<file path="config.mk">
export PLATFORM = sky130hd
export DESIGN_NAME = character_position_bank
export DESIGN_NICKNAME = d
export VERILOG_FILES = /design/src/rtl/character_position_bank_pkg.sv /design/src/rtl/char_step_unit.sv /design/src/rtl/character_position_bank.sv
export SDC_FILE = /design/constraint.sdc
export NUM_CORES = 1
export LEC_CHECK = 0
export CAP_MARGIN = 20
export CORE_MARGIN = 8
export CORE_UTILIZATION = 30
export DETAILED_ROUTE_END_ITERATION = 7
export GPL_ROUTABILITY_DRIVEN = 0
export GPL_TIMING_DRIVEN = 0
export PLACE_DENSITY = 0.47
export SLEW_MARGIN = 20
export SYNTH_ARGS = -nofsm -noshare
export SYNTH_HDL_FRONTEND = slang
export SYNTH_SLANG_ARGS = --single-unit
</file>
<file path="constraint.sdc">
create_clock -name clock_50 -period 2.85 [get_ports clock_50]
set_input_delay 0.285 -clock clock_50 [delete_from_list [all_inputs] [get_ports clock_50]]
set_output_delay 0.285 -clock clock_50 [all_outputs]
set_load 0.03 [all_outputs]
</file>
<file path="src/rtl/character_position_bank_pkg.sv">
// Shared types and constants for the character position bank.
package character_position_bank_pkg;

  // Move direction encoding.
  typedef enum logic [1:0] {
    DirUp    = 2'd0,
    DirDown  = 2'd1,
    DirLeft  = 2'd2,
    DirRight = 2'd3
  } dir_e;

  // Frame FSM states; StCheck is only reachable with collision detection built in.
  typedef enum logic [1:0] {
    StIdle  = 2'd0,
    StCopy  = 2'd1,
    StCheck = 2'd2
  } state_e;

  // Reset spawn layout: pacman fixed, ghosts spaced along one row.
  localparam logic [7:0] PacSpawnX      = 8'd50;
  localparam logic [7:0] PacSpawnY      = 8'd60;
  localparam int         GhostSpawnX0   = 40;
  localparam int         GhostSpawnStep = 10;
  localparam logic [7:0] GhostSpawnY    = 8'd40;

  // Sprites are square; two sprites overlap when both axis distances are below this.
  localparam logic [7:0] SpriteSize = 8'd5;

  function automatic logic [7:0] spawn_x(input int idx);
    return (idx == 0) ? PacSpawnX : 8'(GhostSpawnX0 + GhostSpawnStep * (idx - 1));
  endfunction

  function automatic logic [7:0] spawn_y(input int idx);
    return (idx == 0) ? PacSpawnY : GhostSpawnY;
  endfunction

endpackage

</file>
<file path="src/rtl/char_step_unit.sv">
// One-step position update for a single character: y saturates, x wraps.
module char_step_unit
  import character_position_bank_pkg::*;
#(
  parameter logic [7:0] MAX_X = 8'd100,
  parameter logic [7:0] MAX_Y = 8'd100
) (
  input  logic [7:0] cur_x,
  input  logic [7:0] cur_y,
  input  logic [1:0] dir,
  output logic [7:0] next_x,
  output logic [7:0] next_y
);

  // Apply exactly one direction step to the current position.
  always_comb begin
    next_x = cur_x;
    next_y = cur_y;
    case (dir)
      DirUp:    next_y = (cur_y == 8'd0) ? 8'd0 : cur_y - 8'd1;
      DirDown:  next_y = (cur_y >= MAX_Y) ? MAX_Y : cur_y + 8'd1;
      DirLeft:  next_x = (cur_x == 8'd0) ? MAX_X : cur_x - 8'd1;
      DirRight: next_x = (cur_x >= MAX_X) ? 8'd0 : cur_x + 8'd1;
      default:  ;
    endcase
  end

endmodule

</file>
<file path="src/rtl/character_position_bank.sv">
// Double-buffered character position store: moves update the working bank, a frame tick
// snapshots it into the display bank one character per cycle. Optional pacman/ghost
// overlap check is enabled by defining COLLISION_DETECT_EN.
module character_position_bank
  import character_position_bank_pkg::*;
#(
  parameter int         NUM_CHARS = 4,
  parameter logic [7:0] MAX_X     = 8'd100,
  parameter logic [7:0] MAX_Y     = 8'd100
) (
  input  logic       clock_50,
  input  logic       reset_n,
  input  logic [2:0] character_type,
  output logic [7:0] char_x,
  output logic [7:0] char_y,
  output logic       pacman_orientation,
  input  logic       move_valid,
  output logic       move_ready,
  input  logic [2:0] move_char,
  input  logic [1:0] move_dir,
  input  logic       frame_tick,
  output logic       copy_done,
  output logic       frame_overrun,
  output logic       collision,
  output logic [2:0] collision_ghost
);

  localparam logic [2:0] LastIdx = 3'(NUM_CHARS - 1);

  logic [7:0] work_x [NUM_CHARS];
  logic [7:0] work_y [NUM_CHARS];
  logic [7:0] disp_x [NUM_CHARS];
  logic [7:0] disp_y [NUM_CHARS];
  logic       work_orient;
  logic       disp_orient;

  state_e     state;
  logic [2:0] copy_idx;

  logic       move_fire;
  logic       sel_hit;
  logic [7:0] sel_x, sel_y;
  logic [7:0] step_x, step_y;

  assign move_ready = reset_n && (state == StIdle);
  assign move_fire  = move_valid && move_ready;

  // Select the working-bank entry addressed by the move; out-of-range indices select nothing.
  always_comb begin
    sel_hit = 1'b0;
    sel_x   = 8'd0;
    sel_y   = 8'd0;
    for (int i = 0; i < NUM_CHARS; i++) begin
      if (move_char == 3'(i)) begin
        sel_hit = 1'b1;
        sel_x   = work_x[i];
        sel_y   = work_y[i];
      end
    end
  end

  char_step_unit #(
    .MAX_X (MAX_X),
    .MAX_Y (MAX_Y)
  ) u_step (
    .cur_x  (sel_x),
    .cur_y  (sel_y),
    .dir    (move_dir),
    .next_x (step_x),
    .next_y (step_y)
  );

  // Display-side read port: display bank only, out-of-range reads as origin.
  always_comb begin
    char_x = 8'd0;
    char_y = 8'd0;
    for (int i = 0; i < NUM_CHARS; i++) begin
      if (character_type == 3'(i)) begin
        char_x = disp_x[i];
        char_y = disp_y[i];
      end
    end
  end

  assign pacman_orientation = disp_orient;

  // Bank storage: moves write the working bank, COPY writes one display entry per cycle.
  always_ff @(posedge clock_50 or negedge reset_n) begin
    if (!reset_n) begin
      for (int i = 0; i < NUM_CHARS; i++) begin
        work_x[i] <= spawn_x(i);
        work_y[i] <= spawn_y(i);
        disp_x[i] <= spawn_x(i);
        disp_y[i] <= spawn_y(i);
      end
      work_orient <= 1'b0;
      disp_orient <= 1'b0;
    end else begin
      if (move_fire && sel_hit) begin
        for (int i = 0; i < NUM_CHARS; i++) begin
          if (move_char == 3'(i)) begin
            work_x[i] <= step_x;
            work_y[i] <= step_y;
          end
        end
        if (move_char == 3'd0) begin
          if (move_dir == DirLeft) work_orient <= 1'b0;
          else if (move_dir == DirRight) work_orient <= 1'b1;
        end
      end
      if (state == StCopy) begin
        for (int i = 0; i < NUM_CHARS; i++) begin
          if (copy_idx == 3'(i)) begin
            disp_x[i] <= work_x[i];
            disp_y[i] <= work_y[i];
          end
        end
        if (copy_idx == 3'd0) disp_orient <= work_orient;
      end
    end
  end

`ifdef COLLISION_DETECT_EN
  logic [2:0] chk_idx;
  logic [7:0] ghost_x, ghost_y;
  logic [7:0] dist_x, dist_y;
  logic       overlap;

  // Distance between pacman and the ghost currently being checked, in the display bank.
  always_comb begin
    ghost_x = 8'd0;
    ghost_y = 8'd0;
    for (int i = 1; i < NUM_CHARS; i++) begin
      if (chk_idx == 3'(i)) begin
        ghost_x = disp_x[i];
        ghost_y = disp_y[i];
      end
    end
    dist_x  = (disp_x[0] >= ghost_x) ? disp_x[0] - ghost_x : ghost_x - disp_x[0];
    dist_y  = (disp_y[0] >= ghost_y) ? disp_y[0] - ghost_y : ghost_y - disp_y[0];
    overlap = (dist_x < SpriteSize) && (dist_y < SpriteSize);
  end
`else
  assign collision       = 1'b0;
  assign collision_ghost = 3'd0;
`endif

  // Frame FSM with registered pulse/sticky outputs.
  always_ff @(posedge clock_50 or negedge reset_n) begin
    if (!reset_n) begin
      state         <= StIdle;
      copy_idx      <= 3'd0;
      copy_done     <= 1'b0;
      frame_overrun <= 1'b0;
`ifdef COLLISION_DETECT_EN
      chk_idx         <= 3'd1;
      collision       <= 1'b0;
      collision_ghost <= 3'd0;
`endif
    end else begin
      copy_done <= 1'b0;
`ifdef COLLISION_DETECT_EN
      collision <= 1'b0;
`endif
      if (frame_tick && (state != StIdle)) frame_overrun <= 1'b1;
      case (state)
        StIdle: begin
          if (frame_tick) begin
            state    <= StCopy;
            copy_idx <= 3'd0;
          end
        end
        StCopy: begin
          if (copy_idx == LastIdx) begin
            copy_done <= 1'b1;
`ifdef COLLISION_DETECT_EN
            state   <= (NUM_CHARS > 1) ? StCheck : StIdle;
            chk_idx <= 3'd1;
`else
            state   <= StIdle;
`endif
          end else begin
            copy_idx <= copy_idx + 3'd1;
          end
        end
`ifdef COLLISION_DETECT_EN
        StCheck: begin
          if (overlap) begin
            collision       <= 1'b1;
            collision_ghost <= chk_idx;
            state           <= StIdle;
          end else if (chk_idx == LastIdx) begin
            state <= StIdle;
          end else begin
            chk_idx <= chk_idx + 3'd1;
          end
        end
`endif
        default: state <= StIdle;
      endcase
    end
  end

endmodule

</file>
==> results.json <==
{
  "status": "finished clean",
  "cp_data_arrival_time_ns": 2.45,
  "start_kind": "input pin",
  "hold_path.class": "input pin to asynchronous set/reset pin",
  "hpwlAfterDp_um": 13800,
  "max-cap-violations": 0,
  "first_pass_iters": 4,
  "r2r_start": "work_y[1]",
  "drc": 0,
  "drt_iter0_markers": 290,
  "relSlewSlack": 0.383,
  "post-route-period-util": 0.960,
  "path_class": "input pin to output port",
  "drive_gt1_frac": 0.394,
  "setup_ws_ns": 0.114,
  "p_leak_nw": 3.81,
  "cts_root_buffer": "clkbuf_16",
  "cts_buffers": 17,
  "rsz0062_at_grt": "no",
  "crit_chain": "clkbuf_1 > clkbuf_2 > mux4_2 > nor2b_1 > clkdlybuf4s50_1",
  "synth_edf_count": 0,
  "rows": 56,
  "crit_fanout": 10,
  "ys_ff_latch": 136,
  "placed_cell_area_um2": 7880,
  "final_antenna_net_count": 0,
  "setup_violations": 0,
  "final_core_util": 0.372,
  "path_buf_inv": 3,
  "ys_seq_area_frac": 0.483,
  "worst_pin_slew_ns": 0.925,
  "cpMaxStageDelayCell": "clkdlybuf4s50_1",
  "yosys_warnings": 0,
  "wl_per_cell_um": 20.5,
  "vias": 4904,
  "insertion_delay_ns": 0.41,
  "ir_drop_mv": 0.423,
  "pre_cts_slack_ns": -1.42,
  "num_io_pins": 36,
  "power_density_nw_per_um2": 799,
  "hold_viol_final": 0,
  "coreArea_um2": 23500,
  "max_freq_mhz": 365,
  "grt_antenna_before_repair": 0,
  "grt-ovfl-total": 0,
  "cpPeakStageDelay_ns": 0.72,
  "cts_tree": "yes",
  "antenna_cells": 0,
  "cts.sinks": 136,
  "ys.flop_type": "dfrtp_1",
  "crit_start": "character_type[1]",
  "netlist_instances": 568,
  "fin_area_um2": 8740,
  "grt_use_total": 0.142,
  "port_buffers": 28,
  "grt_pass1_wl_um": 31100,
  "syn-cell-area_um2": 7160,
  "clk_pin_slew_ns": 0.06,
  "nets": 652,
  "fin_worst_skew_ns": 0.00450,
  "routed_wl_um": 19700,
  "period_needed_ns": 2.74,
  "dieHeight_um": 170,
  "area_delta_synth_final_pct": 22.1,
  "worst_path_dominant_cell_family": "buffers and inverters",
  "grt_max_degree": 103,
  "synth_area_per_cell_um2": 12.6,
  "grt_pass1_vias": 5130,
  "ys_types": 65,
  "final_max_slew_viol_count": 0,
  "vias_per_cell": 5.10,
  "dieArea_um2": 29100,
  "initial_core_util": 0.305,
  "clockBufferDepth": 2,
  "synthArstFlopShare": 1.00,
  "cp-end-kind": "output port",
  "crit_required_ns": 2.57,
  "chipWidth_um": 170,
  "h-tree-depth": 4
}
## power breakdown
| part | switching, mW | leakage [nW] | internal (mW) |
|---|---|---|---|
| combinational | 1.04 | 1.78 | 0.897 |
| clock | 0.804 | 0.320 | 1.58 |
| sequential | 0.248 | 1.71 | 2.42 |
## final cells by class
| type | instances | area, µm² |
|---|---|---|
| fillers | 2252 | 14700 |
| multi-input cells | 386 | 3570 |
| flip-flops and latches | 136 | 3460 |
| clock buffers | 24 | 502 |
| repair buffers | 39 | 402 |
| well taps | 319 | 399 |
| plain buffers | 35 | 213 |
| clock inverters | 8 | 140 |
| inverters | 14 | 52.6 |
## flip-flops by register name, indices dropped and copies added, names as in the netlist
signal,count
pacman_orientation,1
disp_x,32
frame_overrun,1
work_orient,1
copy_idx,3
work_y,32
work_x,32
disp_y,32
state,1
copy_done,1
## cells in the final DEF (no fill, tap or decap), drive strengths merged, types with 3 or more instances in the layout
cell | synthesis | final
mux2 | 104 | 104
dfrtp | 92 | 92
nand2 | 48 | 48
clkbuf | 21 | 46
dfstp | 44 | 44
mux4 | 33 | 33
o21ai | 30 | 30
nor2 | 27 | 27
clkdlybuf4s50 | 0 | 26
buf | 14 | 24
nor2b | 20 | 20
a21oi | 16 | 16
inv | 14 | 14
ha | 11 | 11
nand3 | 8 | 8
a31oi | 8 | 8
and2 | 6 | 6
and3 | 4 | 4
o21a | 4 | 4
conb | 1 | 4
bufinv | 0 | 4
clkinv | 0 | 4
nand2b | 4 | 4
nor3 | 3 | 3
xnor2 | 3 | 3
xor2 | 3 | 3
a32oi | 3 | 3
o31ai | 3 | 3
a22oi | 3 | 3
a21boi | 3 | 3
o211ai | 3 | 3
## worst register-to-register path, cell delays in order, from the launching register on
cell      delay [ns]
dfrtp_1         0.40
mux4_2          0.53
and2_1          0.21
inv_1           0.08
ha_2            0.23
inv_1           0.08
nor4_4          0.20
a221oi_4        0.15
buf_4           0.20
a221oi_4        0.33
o21ai_0         0.13
## repair_timing
action | in CTS | in global routing
setup endpoints to repair | 69 | 47
resized for setup | 30 | 6
setup buffers | 2 | 6
hold buffers | 2 | 0
pin swaps | 1 | 4
hold endpoints to repair | 34 | 0
## kinds of logic after synthesis
kind of cell,synth area share
compound gates,0.0891
xor+xnor,0.00734
mux,0.274
flops,0.483
other cells,0.000524
simple gates,0.0925
buf+inv,0.0337
fa+ha+maj,0.0192
## per-layer routing
| metal | track usage | wire length [µm] | vias to the layer above |
|---|---|---|---|
| li1 | - | - | 2208 |
| met1 | 0.194 | 9250 | 2580 |
| met2 | 0.221 | 9320 | 98 |
| met3 | 0.0322 | 869 | 18 |
| met4 | 0.0408 | 286 | 0 |
| met5 | 0 | 0 | - |
## metrics by stage
step	power (mW)	hold slack, ns	cells	TNS, ns
after global routing	7.35	0.427	961	0
after CTS	7.03	0.412	955	0
after global placement	4.52	0.438	918	-752.27
after detailed placement	4.57	0.170	919	-56.82
final	6.99	0.416	961	0
after floorplan	3.94	-0.0106	571	0
## Yosys cell counts, drive strengths merged, types with 11 or more instances
library cell / number / area, µm²
mux2: 104 / 1170
dfrtp: 92 / 2300
nand2: 48 / 180
dfstp: 44 / 1160
mux4: 33 / 773
o21ai: 30 / 154
nor2: 27 / 104
clkbuf: 21 / 78.8
nor2b: 20 / 125
a21oi: 16 / 91.3
buf: 14 / 110
inv: 14 / 52.6
ha: 11 / 138
## path summary, 6_finish.rpt
| path | to | slack, ns | cells after the start |
|---|---|---|---|
| worst max-delay path | char_y[5] | 0.11 | 5 |
| worst min-delay path | copy_done | 0.42 | 3 |
| worst max register to register | work_y[18] | 0.15 | 10 |
| worst min register to register | frame_overrun | 0.47 | 1 |
| max in group asynchronous | disp_x[9] | 1.90 | 3 |
| min in group clock_50 | frame_overrun | 0.47 | 1 |
Note: power is estimated with default switching activity, not from simulation.
